==> config.mk <==
export PLATFORM = sky130hd
export DESIGN_NAME = sha256_job_scheduler_flat
export DESIGN_NICKNAME = d
export VERILOG_FILES = /design/src/rtl/sha256_job_scheduler_if.sv /design/src/rtl/sha256_job_scheduler.sv /design/src/flat_wrapper.sv
export SDC_FILE = /design/constraint.sdc
export NUM_CORES = 1
export LEC_CHECK = 0
export ABC_AREA = 0
export BUFFER_PORTS_ARGS = -buffer_cell sky130_fd_sc_hd__buf_2
export CAP_MARGIN = 20
export CORE_UTILIZATION = 51
export CTS_CLUSTER_DIAMETER = 60
export DETAILED_ROUTE_END_ITERATION = 8
export PLACE_DENSITY = 0.86
export SLEW_MARGIN = 20
export SYNTH_ARGS = -nofsm -noshare
export SYNTH_HDL_FRONTEND = slang
export SYNTH_SLANG_ARGS = --single-unit
==> constraint.sdc <==
create_clock -name clk -period 5.35 [get_ports clk]
set_input_delay 1.07 -clock clk [delete_from_list [all_inputs] [get_ports clk]]
set_output_delay 1.07 -clock clk [all_outputs]
set_load 0.01 [all_outputs]
==> src/rtl/sha256_job_scheduler_if.sv <==
// sha256_job_scheduler_if
// Bundles the requester-side handshake and the SHA core control pins.
// The slave modport is the scheduler's view. The master modport is the
// environment's view: the requester fabric plus the core that returns done.

interface sha256_job_scheduler_if #(
   parameter int NUM_REQ = 4,
   parameter int ID_W    = 2
);
   logic [NUM_REQ-1:0]    req_valid;
   logic [16*NUM_REQ-1:0] req_msg_addr;
   logic [16*NUM_REQ-1:0] req_out_addr;
   logic [NUM_REQ-1:0]    req_ready;
   logic [NUM_REQ-1:0]    cmp_valid;
   logic                  cmp_err;
   logic                  core_start;
   logic [15:0]           core_message_addr;
   logic [15:0]           core_output_addr;
   logic                  core_done;
   logic                  busy;
   logic [ID_W-1:0]       grant_id;
   logic [15:0]           job_count;

   modport slave (
      input  req_valid, req_msg_addr, req_out_addr, core_done,
      output req_ready, cmp_valid, cmp_err, core_start,
             core_message_addr, core_output_addr, busy, grant_id, job_count
   );

   modport master (
      output req_valid, req_msg_addr, req_out_addr, core_done,
      input  req_ready, cmp_valid, cmp_err, core_start,
             core_message_addr, core_output_addr, busy, grant_id, job_count
   );
endinterface

==> src/rtl/sha256_job_scheduler.sv <==
// sha256_job_scheduler
// Shares one SHA-256 core among NUM_REQ requesters. A round-robin arbiter
// picks a requester while the core is idle, latches its addresses, pulses
// core_start, follows the core's done handshake and returns a one-cycle
// completion pulse to the requester that owned the job.
// Optional build macro SHA_SCHED_WDOG_EN adds a per-job watchdog that aborts
// a job after WDOG_CYCLES clocks and flags the completion with cmp_err.

module sha256_job_scheduler #(
   parameter int NUM_REQ     = 4,
   parameter int ID_W        = 2,
   parameter int WDOG_CYCLES = 1024
) (
   input logic                   clk,
   input logic                   reset_n,
   sha256_job_scheduler_if.slave bus
);

   typedef enum logic [1:0] {
      ST_IDLE      = 2'd0,
      ST_WAIT_BUSY = 2'd1,
      ST_WAIT_DONE = 2'd2
   } state_t;

   localparam logic [ID_W:0]   NUM_REQ_W = (ID_W+1)'(NUM_REQ);
   localparam logic [ID_W-1:0] LAST_ID   = ID_W'(NUM_REQ - 1);

`ifdef SHA_SCHED_WDOG_EN
   localparam logic [15:0] WDOG_LIMIT = 16'(WDOG_CYCLES - 1);
`else
   // Keeps the watchdog limit referenced when the watchdog is compiled out.
   localparam int unused_wdog_cycles = WDOG_CYCLES;
`endif

   state_t               state_r;
   logic [ID_W-1:0]      rr_ptr_r;
   logic [NUM_REQ-1:0]   req_ready_r;
   logic [NUM_REQ-1:0]   cmp_valid_r;
   logic                 cmp_err_r;
   logic                 core_start_r;
   logic [15:0]          msg_addr_r;
   logic [15:0]          out_addr_r;
   logic                 busy_r;
   logic [ID_W-1:0]      grant_id_r;
   logic [15:0]          job_count_r;
`ifdef SHA_SCHED_WDOG_EN
   logic [15:0]          wdog_cnt_r;
`endif

   logic [2*NUM_REQ-1:0] req_dbl_s;
   logic [NUM_REQ-1:0]   req_rot_s;
   logic                 found_s;
   logic [ID_W-1:0]      win_off_s;
   logic [ID_W:0]        win_sum_s;
   logic [ID_W:0]        win_wrap_s;
   logic [ID_W-1:0]      winner_s;
   logic [NUM_REQ-1:0]   grant_onehot_s;
   logic [ID_W-1:0]      rr_next_s;

   // Round-robin winner: rotate requests so rr_ptr sits at bit 0, take the lowest set bit.
   always_comb begin
      req_dbl_s = {bus.req_valid, bus.req_valid};
      req_rot_s = req_dbl_s[rr_ptr_r +: NUM_REQ];
      found_s   = |req_rot_s;
      win_off_s = '0;
      // Scanning downward lets the lowest set offset win the last assignment.
      for (int k = NUM_REQ - 1; k >= 0; k--) begin
         if (req_rot_s[k]) begin
            win_off_s = ID_W'(k);
         end else begin
            win_off_s = win_off_s;
         end
      end
      win_sum_s  = {1'b0, rr_ptr_r} + {1'b0, win_off_s};
      win_wrap_s = win_sum_s - NUM_REQ_W;
      if (win_sum_s >= NUM_REQ_W) begin
         winner_s = win_wrap_s[ID_W-1:0];
      end else begin
         winner_s = win_sum_s[ID_W-1:0];
      end
   end

   // Completion target and the pointer value that follows the current grant.
   always_comb begin
      grant_onehot_s = {{(NUM_REQ-1){1'b0}}, 1'b1} << grant_id_r;
      if (grant_id_r == LAST_ID) begin
         rr_next_s = '0;
      end else begin
         rr_next_s = grant_id_r + ID_W'(1);
      end
   end

   // Scheduler FSM: grant in IDLE, watch core_done fall then rise, report completion.
   always_ff @(posedge clk or negedge reset_n) begin
      if (!reset_n) begin
         state_r      <= ST_IDLE;
         rr_ptr_r     <= '0;
         req_ready_r  <= '0;
         cmp_valid_r  <= '0;
         cmp_err_r    <= 1'b0;
         core_start_r <= 1'b0;
         msg_addr_r   <= 16'h0000;
         out_addr_r   <= 16'h0000;
         busy_r       <= 1'b0;
         grant_id_r   <= '0;
         job_count_r  <= 16'h0000;
`ifdef SHA_SCHED_WDOG_EN
         wdog_cnt_r   <= 16'h0000;
`endif
      end else begin
         // Pulses are single-cycle unless re-armed below.
         req_ready_r  <= '0;
         core_start_r <= 1'b0;
         cmp_valid_r  <= '0;
         cmp_err_r    <= 1'b0;
         case (state_r)
            ST_IDLE: begin
               // A core busy on someone else's behalf blocks arbitration.
               if (bus.core_done && found_s) begin
                  msg_addr_r            <= bus.req_msg_addr[{winner_s, 4'b0000} +: 16];
                  out_addr_r            <= bus.req_out_addr[{winner_s, 4'b0000} +: 16];
                  grant_id_r            <= winner_s;
                  req_ready_r[winner_s] <= 1'b1;
                  core_start_r          <= 1'b1;
                  busy_r                <= 1'b1;
                  state_r               <= ST_WAIT_BUSY;
`ifdef SHA_SCHED_WDOG_EN
                  wdog_cnt_r            <= 16'h0000;
`endif
               end else begin
                  state_r <= ST_IDLE;
               end
            end
            ST_WAIT_BUSY: begin
`ifdef SHA_SCHED_WDOG_EN
               if (wdog_cnt_r == WDOG_LIMIT) begin
                  cmp_valid_r <= grant_onehot_s;
                  cmp_err_r   <= 1'b1;
                  rr_ptr_r    <= rr_next_s;
                  busy_r      <= 1'b0;
                  state_r     <= ST_IDLE;
               end else if (!bus.core_done) begin
                  wdog_cnt_r <= wdog_cnt_r + 16'd1;
                  state_r    <= ST_WAIT_DONE;
               end else begin
                  wdog_cnt_r <= wdog_cnt_r + 16'd1;
               end
`else
               // The core lowers done one clock after it samples start.
               if (!bus.core_done) begin
                  state_r <= ST_WAIT_DONE;
               end else begin
                  state_r <= ST_WAIT_BUSY;
               end
`endif
            end
            ST_WAIT_DONE: begin
               if (bus.core_done) begin
                  cmp_valid_r <= grant_onehot_s;
                  job_count_r <= job_count_r + 16'd1;
                  rr_ptr_r    <= rr_next_s;
                  busy_r      <= 1'b0;
                  state_r     <= ST_IDLE;
`ifdef SHA_SCHED_WDOG_EN
               end else if (wdog_cnt_r == WDOG_LIMIT) begin
                  // Abort: the job is reported but not counted as completed.
                  cmp_valid_r <= grant_onehot_s;
                  cmp_err_r   <= 1'b1;
                  rr_ptr_r    <= rr_next_s;
                  busy_r      <= 1'b0;
                  state_r     <= ST_IDLE;
               end else begin
                  wdog_cnt_r <= wdog_cnt_r + 16'd1;
               end
`else
               end else begin
                  state_r <= ST_WAIT_DONE;
               end
`endif
            end
            default: begin
               busy_r  <= 1'b0;
               state_r <= ST_IDLE;
            end
         endcase
      end
   end

   assign bus.req_ready         = req_ready_r;
   assign bus.cmp_valid         = cmp_valid_r;
   assign bus.cmp_err           = cmp_err_r;
   assign bus.core_start        = core_start_r;
   assign bus.core_message_addr = msg_addr_r;
   assign bus.core_output_addr  = out_addr_r;
   assign bus.busy              = busy_r;
   assign bus.grant_id          = grant_id_r;
   assign bus.job_count         = job_count_r;

endmodule

==> src/flat_wrapper.sv <==
// flat-port wrapper written by rule: the top's interface ports become plain ports
module sha256_job_scheduler_flat 
#(
   parameter int NUM_REQ     = 4,
   parameter int ID_W        = 2,
   parameter int WDOG_CYCLES = 1024
)
  (clk, reset_n, bus_req_valid, bus_req_msg_addr, bus_req_out_addr, bus_core_done, bus_req_ready, bus_cmp_valid, bus_cmp_err, bus_core_start, bus_core_message_addr, bus_core_output_addr, bus_busy, bus_grant_id, bus_job_count);
  sha256_job_scheduler_if #(.NUM_REQ(NUM_REQ), .ID_W(ID_W)) bus_i ();
  input logic clk;
  input logic reset_n;
  input wire logic [$bits(bus_i.req_valid)-1:0] bus_req_valid;
  input wire logic [$bits(bus_i.req_msg_addr)-1:0] bus_req_msg_addr;
  input wire logic [$bits(bus_i.req_out_addr)-1:0] bus_req_out_addr;
  input wire logic [$bits(bus_i.core_done)-1:0] bus_core_done;
  output wire logic [$bits(bus_i.req_ready)-1:0] bus_req_ready;
  output wire logic [$bits(bus_i.cmp_valid)-1:0] bus_cmp_valid;
  output wire logic [$bits(bus_i.cmp_err)-1:0] bus_cmp_err;
  output wire logic [$bits(bus_i.core_start)-1:0] bus_core_start;
  output wire logic [$bits(bus_i.core_message_addr)-1:0] bus_core_message_addr;
  output wire logic [$bits(bus_i.core_output_addr)-1:0] bus_core_output_addr;
  output wire logic [$bits(bus_i.busy)-1:0] bus_busy;
  output wire logic [$bits(bus_i.grant_id)-1:0] bus_grant_id;
  output wire logic [$bits(bus_i.job_count)-1:0] bus_job_count;
  assign bus_i.req_valid = bus_req_valid;
  assign bus_i.req_msg_addr = bus_req_msg_addr;
  assign bus_i.req_out_addr = bus_req_out_addr;
  assign bus_i.core_done = bus_core_done;
  assign bus_req_ready = bus_i.req_ready;
  assign bus_cmp_valid = bus_i.cmp_valid;
  assign bus_cmp_err = bus_i.cmp_err;
  assign bus_core_start = bus_i.core_start;
  assign bus_core_message_addr = bus_i.core_message_addr;
  assign bus_core_output_addr = bus_i.core_output_addr;
  assign bus_busy = bus_i.busy;
  assign bus_grant_id = bus_i.grant_id;
  assign bus_job_count = bus_i.job_count;
  sha256_job_scheduler #(.NUM_REQ(NUM_REQ), .ID_W(ID_W), .WDOG_CYCLES(WDOG_CYCLES)) u_core (.clk(clk), .reset_n(reset_n), .bus(bus_i));
endmodule
==> impl_metrics.toml <==
[drt]
vias = 3958
final_antenna_net_count = 0
routed_wl_um = 11800
drc_errors = 0
wl_per_cell_um = 17.3
viasPerCell = 5.78
drtIter0Drc = 182
dr.pass1.iters = 4

[layout]
syn_to_final_growth_pct = 27.0
fin_area_um2 = 5410
seq_area_um2 = 1600
final_common_cell = "buf_2"
final_util = 0.686
final_net_count = 718
nFillCells = 630
final_cell_mix = "194 x buf_2, 66 x nor2b_1, 64 x dfrtp_1"
multi_input_area_um2 = 2400
layoutNonFillerInstCount = 685
drive_above_1_share = 0.491

[worst_setup_path]
criticalPathCategory = "in -> reg"
crit_start = "bus_req_valid[0]"
cp.required_ns = 5.54
critPathMaxFanout = 33
arrival_ns = 3.94
endpoint_kind = "flip-flop"
r2r-start = "u_core.rr_ptr_r[1]"
startpoint_type = "input port"

[timing]
worst-slew-pin-transition_ns = 1.02
post-route-min-period_ns = 3.75
fin_worst_skew_ns = 0.0103
relSlewSlack = 0.320
rsz0062_at_grt = "false"
finalMaxSlewViolations = 0
setup_violations = 0
hold_viol_final = 0
timing.final.crit_share = 0.701
clock.fmax_ghz = 0.267
setup_tns_ns = 0

[logic_synthesis]
ys_ff_latch = 64
synth-edff-count = 0
yosys_warnings = 0
ys_types = 47
syn-num-nets = 546
synth_area_um2 = 4260
yosysTopAreaCell = "dfrtp_1"
syn_avg_cell_area_um2 = 10.5
synth-main-ff-cell = "dfrtp_1"
netlist_instances = 405
synth_top_area_frac = 0.376
ys_seq_area_frac = 0.376
async_flop_share = 1.00
synth_area_leaders = "dfrtp_1 38%, a2111oi_2 10%, nor2b_1 9.7%, o31ai_2 7.6%, a221oi_1 6.6%"

[die]
die_h_um = 93.4
die_area_um2 = 8730
core_area_um2 = 7890
fp-row-count = 32
start_util = 0.540
die_x_um = 93.4
io_pins = 196

[clocking]
cts_tree = "built"
clk_latency_ns = 0.34
post_cts_resized = 0
path_clk_slew_ns = 0.08
cts.sink_count = 64
cts_root_buffer = "clkbuf_8"
ctsHoldBuffers = 0
cts_htree_levels = 3
postCtsSetupBuffers = 0
cts_buffers = 9
clock_path_buffers = 2

[global_routing]
grt_first_pass_wirelength_um = 18200
grt-ovfl-total = 0
track_usage = 0.268
grt_start_max_net_pins = 87
antenna_found_initial = 1
grt_pass1_vias = 3786

[placement]
place_congestion = 0.869
dp.cells = 668
postPlaceCellArea_um2 = 5180
io_buffers = 194
dp_hpwl_um = 8550

[power_and_ir_drop]
leakage_nw = 2.51
max-vdd-ir-drop_uv = 672
p_total_mw = 3.37
powerDensity_nw_per_um2 = 623

[hold_path]
hold_start = "u_core.bus.job_count[15]"
hold_class = "reg -> reg"

[status]
status = "complete, no violations"

[job]
cap_violations = 0
-- flip-flops by register name (all words and copies together), names as in the netlist --
name and count:
u_core.bus.core_start 1, u_core.bus.grant_id 2, u_core.bus.core_message_addr 16, u_core.bus.cmp_valid 4, u_core.state_r 2, u_core.bus.req_ready 4
u_core.rr_ptr_r 2, u_core.bus.core_output_addr 16, u_core.bus.busy 1, u_core.bus.job_count 16
-- worst max-delay path, cell delays in order --
cell and delay, ns:
buf_2 0.15, nand2b_1 0.20, a21oi_1 0.14, nor3_1 0.06
a21oi_1 0.23, ha_4 0.18, xor2_1 0.33, nand4_2 0.79
a221oi_1 0.65, o31ai_2 0.12
-- routing by layer --
layer | wire length [µm] | track usage
met5 | 0 | 0
met2 | 5880 | 0.448
met4 | 379 | 0.122
met1 | 4830 | 0.333
met3 | 728 | 0.0545
-- stage by stage --
step / setup slack (ns) / hold WS, ns
after floorplan: 2.16 / 0.471
after global placement: 1.39 / 0.458
after detailed placement: 1.22 / 0.467
after CTS: 1.58 / 0.485
after global routing: 1.34 / 0.497
final: 1.60 / 0.483
-- cells in the mapped netlist, types with 2 or more instances --
cell type and n:
a2111oi_0 3, a2111oi_2 29, a21oi_1 4, a221oi_1 32, and2_1 4, and3b_1 2, buf_2 14, buf_4 7
buf_6 5, clkbuf_1 10, dfrtp_1 64, ha_1 6, inv_1 6, mux2_2 3, nand2_1 43, nand2b_1 5
nand3_1 5, nand4_1 4, nor2_1 14, nor2b_1 66, nor3_1 5, o21ai_0 3, o31ai_1 6, o31ai_2 26
xnor2_1 15, xor2_1 3
-- layout make-up --
class                   instances  share of cell area
repair buffers                200               0.190
inverters                       6             0.00416
flip-flops and latches         64               0.296
diodes                          1            0.000462
clock buffers                   9              0.0229
clock inverters                 7              0.0190
well taps                     102              0.0236
multi-input cells             296               0.444
-- cells by family after synthesis --
group	after synthesis	synth area share
flops	64	0.376
fa+ha+maj	6	0.0176
xor+xnor	18	0.0370
simple gates	157	0.205
buf+inv	45	0.0637
other cells	1	0.000880
compound gates	110	0.289
mux	4	0.0103
-- path summary, 6_finish.rpt --
| check | to | slack [ns] | depth (start not counted) |
|---|---|---|---|
| hold / removal | u_core.bus.job_count[15] | 0.48 | 1 |
| hold reg to reg | u_core.bus.job_count[15] | 0.48 | 1 |
| setup reg to reg | u_core.bus.core_output_addr[6] | 1.90 | 10 |
| min in group asynchronous | u_core.bus.job_count[1] | 0.90 | 2 |
| setup / recovery | u_core.bus.core_output_addr[6] | 1.60 | 10 |
| max in group asynchronous | u_core.bus.core_message_addr[3] | 3.90 | 2 |
-- power by group --
group	internal, mW	switching (mW)	leakage (nW)
registers	0.646	0.121	0.822
logic	0.836	1.29	1.58
clock network	0.267	0.209	0.110
total	1.75	1.62	2.51
No activity file was read; power rests on OpenSTA's default activity.
